==> src/rtl/axi4_cmd_master_pkg.sv <==
// Shared types and constants for the AXI4 command master.
// State codes, burst/response encodings and a response merge helper.
package axi4_cmd_master_pkg;

    typedef logic [2:0] state_t;

    localparam state_t ST_IDLE = 3'd0;
    localparam state_t ST_AR   = 3'd1;
    localparam state_t ST_R    = 3'd2;
    localparam state_t ST_AW   = 3'd3;
    localparam state_t ST_W    = 3'd4;
    localparam state_t ST_B    = 3'd5;

    localparam logic [1:0] BURST_INCR  = 2'b01;

    localparam logic [1:0] RESP_OKAY   = 2'b00;
    localparam logic [1:0] RESP_EXOKAY = 2'b01;
    localparam logic [1:0] RESP_SLVERR = 2'b10;
    localparam logic [1:0] RESP_DECERR = 2'b11;

    // Worst-of merge: higher encodings are the more severe responses.
    function automatic logic [1:0] resp_max(
        input logic [1:0] a,
        input logic [1:0] b
    );
        return (a > b) ? a : b;
    endfunction

endpackage

==> src/rtl/axi4_beat_counter.sv <==
// Burst beat counter with last-beat compare and handshake watchdog.
// The beat count holds on the final beat, so len=255 never wraps.
module axi4_beat_counter #(
    parameter int TIMEOUT = 256
) (
    input  logic       clk_i,
    input  logic       rst_ni,
    input  logic       clr_i,
    input  logic       beat_i,
    input  logic       busy_i,
    input  logic       hs_i,
    input  logic [7:0] len_i,
    output logic       last_o,
    output logic       timeout_o
);

    localparam int CW = $clog2(TIMEOUT + 1);

    logic [7:0]    cnt_q, cnt_d;
    logic [CW-1:0] idle_q, idle_d;
    logic          to_q, to_d;

    assign last_o    = (cnt_q == len_i);
    assign timeout_o = to_q;

    always_comb begin
        cnt_d = cnt_q;
        if (clr_i) begin
            cnt_d = 8'd0;
        end else if (beat_i && !last_o) begin
            cnt_d = cnt_q + 8'd1;
        end
    end

    // Counts cycles without any AXI handshake while a command is in flight.
    always_comb begin
        idle_d = idle_q;
        to_d   = to_q;
        if (!busy_i || hs_i) begin
            idle_d = '0;
        end else begin
            if (idle_q != CW'(TIMEOUT)) begin
                idle_d = idle_q + 1'b1;
            end
            if (idle_q == CW'(TIMEOUT - 1)) begin
                to_d = 1'b1;
            end
        end
    end

    always_ff @(posedge clk_i or negedge rst_ni) begin
        if (!rst_ni) begin
            cnt_q  <= 8'd0;
            idle_q <= '0;
            to_q   <= 1'b0;
        end else begin
            cnt_q  <= cnt_d;
            idle_q <= idle_d;
            to_q   <= to_d;
        end
    end

endmodule

==> src/rtl/axi4_cmd_master.sv <==
// Single-outstanding AXI4 burst master driven by a simple command port.
// Read beats stream straight to the sink; write beats from the source.
module axi4_cmd_master
    import axi4_cmd_master_pkg::*;
#(
    parameter int TIMEOUT = 256
) (
    input  logic        PCLK,
    input  logic        PRESETn,
    input  logic        cmd_valid,
    output logic        cmd_ready,
    input  logic        cmd_write,
    input  logic [31:0] cmd_addr,
    input  logic [7:0]  cmd_len,
    input  logic [2:0]  cmd_size,
    input  logic [31:0] wr_data,
    input  logic [3:0]  wr_strb,
    input  logic        wr_valid,
    output logic        wr_ready,
    output logic [31:0] rd_data,
    output logic        rd_valid,
    output logic        rd_last,
    input  logic        rd_ready,
    output logic        done,
    output logic [1:0]  resp,
    output logic        timeout,
    output logic [31:0] araddr,
    output logic        arvalid,
    input  logic        arready,
    output logic [2:0]  arsize,
    output logic [7:0]  arlen,
    output logic [1:0]  arburst,
    input  logic [31:0] rdata,
    input  logic        rvalid,
    output logic        rready,
    input  logic        rlast,
    input  logic [1:0]  rresp,
    output logic [31:0] awaddr,
    output logic        awvalid,
    input  logic        awready,
    output logic [2:0]  awsize,
    output logic [7:0]  awlen,
    output logic [1:0]  awburst,
    output logic [31:0] wdata,
    output logic        wvalid,
    input  logic        wready,
    output logic [3:0]  wstrb,
    output logic        wlast,
    input  logic        bvalid,
    output logic        bready,
    input  logic [1:0]  bresp
);

    state_t      state_q, state_d;
    logic [31:0] addr_q, addr_d;
    logic [7:0]  len_q, len_d;
    logic [2:0]  size_q, size_d;
    logic [1:0]  resp_q, resp_d;
    logic        done_q, done_d;
    logic        live_q;

    logic st_idle, st_ar, st_r, st_aw, st_w, st_b;
    logic accept, last;
    logic ar_hs, r_hs, aw_hs, w_hs, b_hs;

    assign st_idle = (state_q == ST_IDLE);
    assign st_ar   = (state_q == ST_AR);
    assign st_r    = (state_q == ST_R);
    assign st_aw   = (state_q == ST_AW);
    assign st_w    = (state_q == ST_W);
    assign st_b    = (state_q == ST_B);

    // live_q keeps cmd_ready low while reset is asserted.
    assign cmd_ready = st_idle & live_q;
    assign accept    = cmd_valid & cmd_ready;

    assign arvalid = st_ar;
    assign araddr  = st_ar ? addr_q : 32'd0;
    assign arlen   = st_ar ? len_q : 8'd0;
    assign arsize  = st_ar ? size_q : 3'd0;
    assign arburst = st_ar ? BURST_INCR : 2'b00;

    assign rready   = st_r & rd_ready;
    assign rd_valid = st_r & rvalid;
    assign rd_data  = st_r ? rdata : 32'd0;
    assign rd_last  = st_r & last;

    assign awvalid = st_aw;
    assign awaddr  = st_aw ? addr_q : 32'd0;
    assign awlen   = st_aw ? len_q : 8'd0;
    assign awsize  = st_aw ? size_q : 3'd0;
    assign awburst = st_aw ? BURST_INCR : 2'b00;

    assign wvalid   = st_w & wr_valid;
    assign wdata    = st_w ? wr_data : 32'd0;
    assign wstrb    = st_w ? wr_strb : 4'd0;
    assign wlast    = st_w & last;
    assign wr_ready = st_w & wready;

    assign bready = st_b;

    assign ar_hs = arvalid & arready;
    assign r_hs  = rvalid & rready;
    assign aw_hs = awvalid & awready;
    assign w_hs  = wvalid & wready;
    assign b_hs  = bvalid & bready;

    assign done = done_q;
    assign resp = resp_q;

    axi4_beat_counter #(
        .TIMEOUT (TIMEOUT)
    ) u_cnt (
        .clk_i     (PCLK),
        .rst_ni    (PRESETn),
        .clr_i     (accept),
        .beat_i    (r_hs | w_hs),
        .busy_i    (!st_idle),
        .hs_i      (ar_hs | r_hs | aw_hs | w_hs | b_hs),
        .len_i     (len_q),
        .last_o    (last),
        .timeout_o (timeout)
    );

    always_comb begin
        state_d = state_q;
        addr_d  = addr_q;
        len_d   = len_q;
        size_d  = size_q;
        resp_d  = resp_q;
        done_d  = 1'b0;
        unique case (1'b1)
            st_idle: begin
                if (accept) begin
                    addr_d  = cmd_addr;
                    len_d   = cmd_len;
                    size_d  = cmd_size;
                    resp_d  = RESP_OKAY;
                    state_d = cmd_write ? ST_AW : ST_AR;
                end
            end
            st_ar: begin
                if (arready) state_d = ST_R;
            end
            st_r: begin
                if (r_hs) begin
                    resp_d = resp_max(resp_q, rresp);
                    // A misplaced or missing rlast is a protocol error.
                    if (rlast != last) begin
                        resp_d = resp_max(resp_d, RESP_SLVERR);
                    end
                    if (last) begin
                        done_d  = 1'b1;
                        state_d = ST_IDLE;
                    end
                end
            end
            st_aw: begin
                if (awready) state_d = ST_W;
            end
            st_w: begin
                if (w_hs && last) state_d = ST_B;
            end
            st_b: begin
                if (b_hs) begin
                    resp_d  = resp_max(resp_q, bresp);
                    done_d  = 1'b1;
                    state_d = ST_IDLE;
                end
            end
            default: begin
                state_d = ST_IDLE;
            end
        endcase
    end

    always_ff @(posedge PCLK or negedge PRESETn) begin
        if (!PRESETn) begin
            state_q <= ST_IDLE;
            addr_q  <= 32'd0;
            len_q   <= 8'd0;
            size_q  <= 3'd0;
            resp_q  <= RESP_OKAY;
            done_q  <= 1'b0;
            live_q  <= 1'b0;
        end else begin
            state_q <= state_d;
            addr_q  <= addr_d;
            len_q   <= len_d;
            size_q  <= size_d;
            resp_q  <= resp_d;
            done_q  <= done_d;
            live_q  <= 1'b1;
        end
    end

endmodule

==> config.mk <==
export PLATFORM = sky130hd
export DESIGN_NAME = axi4_cmd_master
export DESIGN_NICKNAME = d
export VERILOG_FILES = /design/src/rtl/axi4_cmd_master_pkg.sv /design/src/rtl/axi4_beat_counter.sv /design/src/rtl/axi4_cmd_master.sv
export SDC_FILE = /design/constraint.sdc
export NUM_CORES = 1
export LEC_CHECK = 0
export BUFFER_PORTS_ARGS = -buffer_cell sky130_fd_sc_hd__buf_2
export CAP_MARGIN = 25
export CORE_ASPECT_RATIO = 1.1
export CORE_MARGIN = 5
export CORE_UTILIZATION = 39
export DETAILED_ROUTE_END_ITERATION = 6
export PLACE_DENSITY = 0.86
export SLEW_MARGIN = 25
export SYNTH_ARGS = -nofsm -noshare
export SYNTH_HDL_FRONTEND = slang
export SYNTH_SLANG_ARGS = --single-unit
==> constraint.sdc <==
create_clock -name PCLK -period 1.73 [get_ports PCLK]
set_clock_uncertainty 0.15 [all_clocks]
set_input_delay 0.0865 -clock PCLK [delete_from_list [all_inputs] [get_ports PCLK]]
set_output_delay 0.0865 -clock PCLK [all_outputs]
set_load 0.03 [all_outputs]
==> metrics.txt <==
type of the setup path with the least slack reg -> reg; DR DRC count 0; total cell area at the placement stage 0.006461 mm2; Post-Syn Instances 560; num ports between 200 and 300; Detailed Route WL between 20,000 and 25,000 um; RSZ-0062 raised after global routing yes; period utilization 123.4%; Inserted Clock Buffers 9; number of buffers inserted by port buffering roughly 300; main area contributors after synthesis dfrtp_1, and2_1, nand2_1; leakage power figure about 4.8 nW; starting utilization of the core area between 30% and 40%; Worst setup EP type register; height of the chip 122.4 um; cell type with the largest total area after synthesis dfrtp_1; Detailed Routing Iterations Pass 1 6; critical path peak fanout 8; chain of cells forming the critical path buf_6, or3b_4, o22ai_2, a311oi_2, nand3b_1, mux2_2; Net Sw Frac ~45%; EDFF count, synth 0; initial antenna violation count 3; Max transition margin 61.53%; drt via density approximately 5.5; number of global-route vias before repair roughly 6,200; Worst Path Arrival about 2.2 ns; power density over the cells ~1600 mW/mm2; synthesis warning total 0; cell area after synthesis approximately 0.0045 mm2; portion of total power attributed to combinational logic between 60% and 70%; outcome finished with violations; Flop pwr share roughly 18%; Congestion Overflow GR 0; Detail Placement HPWL ~12,000 um; Least-Margin Pin Slew 0.5771 ns; CP startpoint kind register; Req. time, crit path between 1.5 and 2 ns; Core Region about 0.011 mm2; number of DRC markers in iteration 0 484; kind of cell adding the most delay to the critical path simple AND/OR/NAND/NOR gates; count of final setup violators 232; hold_ws 0.07448 ns; share of the yosys chip area belonging to registers roughly two fifths; Clk pwr share approximately an eighth; die area about 0.014 mm2; CTS tree built; clk root buf clkbuf_16; Hold WC Path Type in -> reg; cell with the largest stage delay on the worst path or3b_4; hold-critical path depth 4; clk slew on worst S/H paths about 0.07 ns; maximum capacitance violations 0; library cells used by synthesis 47; global-route wire length before repair roughly 33,000 um; Synth-to-Final Area Change 106.9%; # rows roughly 40; Die Width 112.2 um; overall track demand over capacity in global routing 30.91%; total via count after detailed routing approximately 6,100; commonest register cell after synthesis dfrtp_1; highest cell delay on the worst timing path approximately 0.43 ns; leading cell type by number of instances after synthesis nand2_1; final hold violation count 0; area share of the leading cell type in the synthesized netlist between 30% and 40%; number of buffer and inverter stages on the critical path 1; flip-flop and latch count after synthesis 68; post-synthesis async set-or-reset flop share 100.0%; insertion delay to the later sink of the worst-skew pair about 0.34 ns; post-layout worst setup margin -0.4046 ns; H-Tree Level Count 3; number of cells on the critical path 6; violated checks setup timing; crit path time final ~2.1 ns; highest attainable clock frequency between 0.4 and 0.5 GHz; CTS sink cnt 68; mean instance size in the synthesized netlist around 8.0 um2; number of nets in the layout 1,092; clock buffer depth 2; most instantiated cells after synthesis nand2_1, and2_1, dfrtp_1, and3_1, clkbuf_1; Placer Congestion between 0.8 and 0.9; peak supply drop between 0.8 and 0.9 mV; P_int a little over 0.008 W; Final Total Pwr approximately 0.015 W; layout cells sized above 1 about 57%; Worst Reg-to-Reg Cells 6; maximum number of pins on one net before global-route repair 36; final design area excluding fillers about 0.0093 mm2; number of routed nets with antenna violations 0; net switching power around 0.0068 W; detailed-route wire length per cell around 22 um; number of max-slew violations in the final report 0
-- metrics by stage --
| stage | utilization [%] | instances | setup TNS [ns] | setup WS (ns) |
|---|---|---|---|---|
| final | 81.70 | 1113 | -50.78 | -0.4046 |
| after global routing | 81.68 | 1112 | -64.79 | -0.4251 |
| after CTS | 75.65 | 1097 | -39.39 | -0.2815 |
| after detailed placement | 56.99 | 1012 | -3.358 | -0.1458 |
| after global placement | 56.99 | 1012 | -1.299 | -0.08469 |
| after floorplan | - | 561 | -0.4333 | -0.08951 |
-- power groups by stage --
stage	sequential, W	combinational [W]	clock [W]
finish	0.00271	0.0104	0.00189
floorplan	0.00253	0.00435	0
global placement	0.00259	0.00628	0
global route	0.00276	0.0109	0.00197
detailed placement	0.00260	0.00642	0
CTS	0.00259	0.00878	0.00189
-- what timing repair did --
| action | CTS | global route |
|---|---|---|
| gates resized for setup | 340 | 149 |
| hold buffers | 48 | 0 |
| endpoints found under the setup margin | 186 | 232 |
| endpoints found under the hold margin | 115 | 0 |
| cloned | 8 | 7 |
| pin swaps | 19 | 34 |
| buffers inserted | 13 | 8 |
-- final timing paths --
| check | start | end | slack, ns |
|---|---|---|---|
| max | state_q[0] | state_q[1] | -0.40 |
| min | rlast | resp[0] | 0.07 |
| max reg2reg | state_q[0] | state_q[1] | -0.40 |
| min reg2reg | u_cnt.timeout_o | u_cnt.timeout_o | 0.32 |
| max in group asynchronous | PRESETn | addr_q[7] | 0.72 |
| min in group asynchronous | PRESETn | addr_q[27] | 0.13 |
-- area by class of cell --
type / count / area, um2
clock buffer: 9 / 225.2
timing repair buffer: 426 / 4024
multi-input combinational: 439 / 2992
tap: 150 / 187.7
sequential: 68 / 1707
clock inverter: 7 / 75.07
fill: 591 / 2074
inverter: 12 / 47.55
antenna: 2 / 5.005
-- routing by layer --
layer	vias up	share of wire, %	GRT usage, %
met5	-	0.13	0
met4	4	5.5	17.21
met3	122	11	10.40
met2	498	50	54.06
met1	2868	33	32.80
li1	2583	-	-
-- state kept, by name, indices dropped and copies added (netlist names) --
signal           flops
addr_q              32
len_q                8
resp                 2
done                 1
state_q              3
live_q               1
size_q               3
u_cnt.cnt_q          8
u_cnt.timeout_o      1
u_cnt.idle_q         9
-- kinds of logic (layout without fill, tap and decap cells) --
| kind of cell | Yosys count | after routing | synth area share, % |
|---|---|---|---|
| AO/OA/AOI/OAI | 28 | 28 | 5.590 |
| XOR/XNOR | 19 | 19 | 3.717 |
| adder cells (fa/ha/maj) | 9 | 9 | 2.515 |
| buffers and inverters | 54 | 454 | 5.282 |
| flip-flops | 68 | 68 | 38.01 |
| multiplexers | 7 | 7 | 1.649 |
| other | 2 | 5 | 0.1678 |
| AND/OR/NAND/NOR | 373 | 373 | 43.07 |
-- placed cells by master, fill, tap and decap left out, types with 4 or more instances in the layout --
cell,netlist,layout
nand2_1,148,144
nor2_1,23,20
o21ai_0,7,5
xnor2_1,14,9
and3_4,0,5
clkbuf_16,0,15
buf_4,5,50
buf_6,1,170
nand4_1,5,5
buf_2,6,131
inv_1,12,11
buf_12,0,12
and3_1,45,39
nand3_1,8,7
ha_1,9,9
buf_16,0,7
mux2i_1,4,4
xor2_1,5,5
dfrtp_2,0,4
and2_4,0,89
dlygate4sd3_1,0,48
and2_1,119,15
dfrtp_1,68,64
and2_2,0,15
xnor2_2,0,5
-- worst min-delay path, stage by stage --
cell and delay (ns):
buf_2 0.11, nand2_1 0.07, o21ai_0 0.10, o221ai_1 0.17
(Power assumes the default switching activity.)
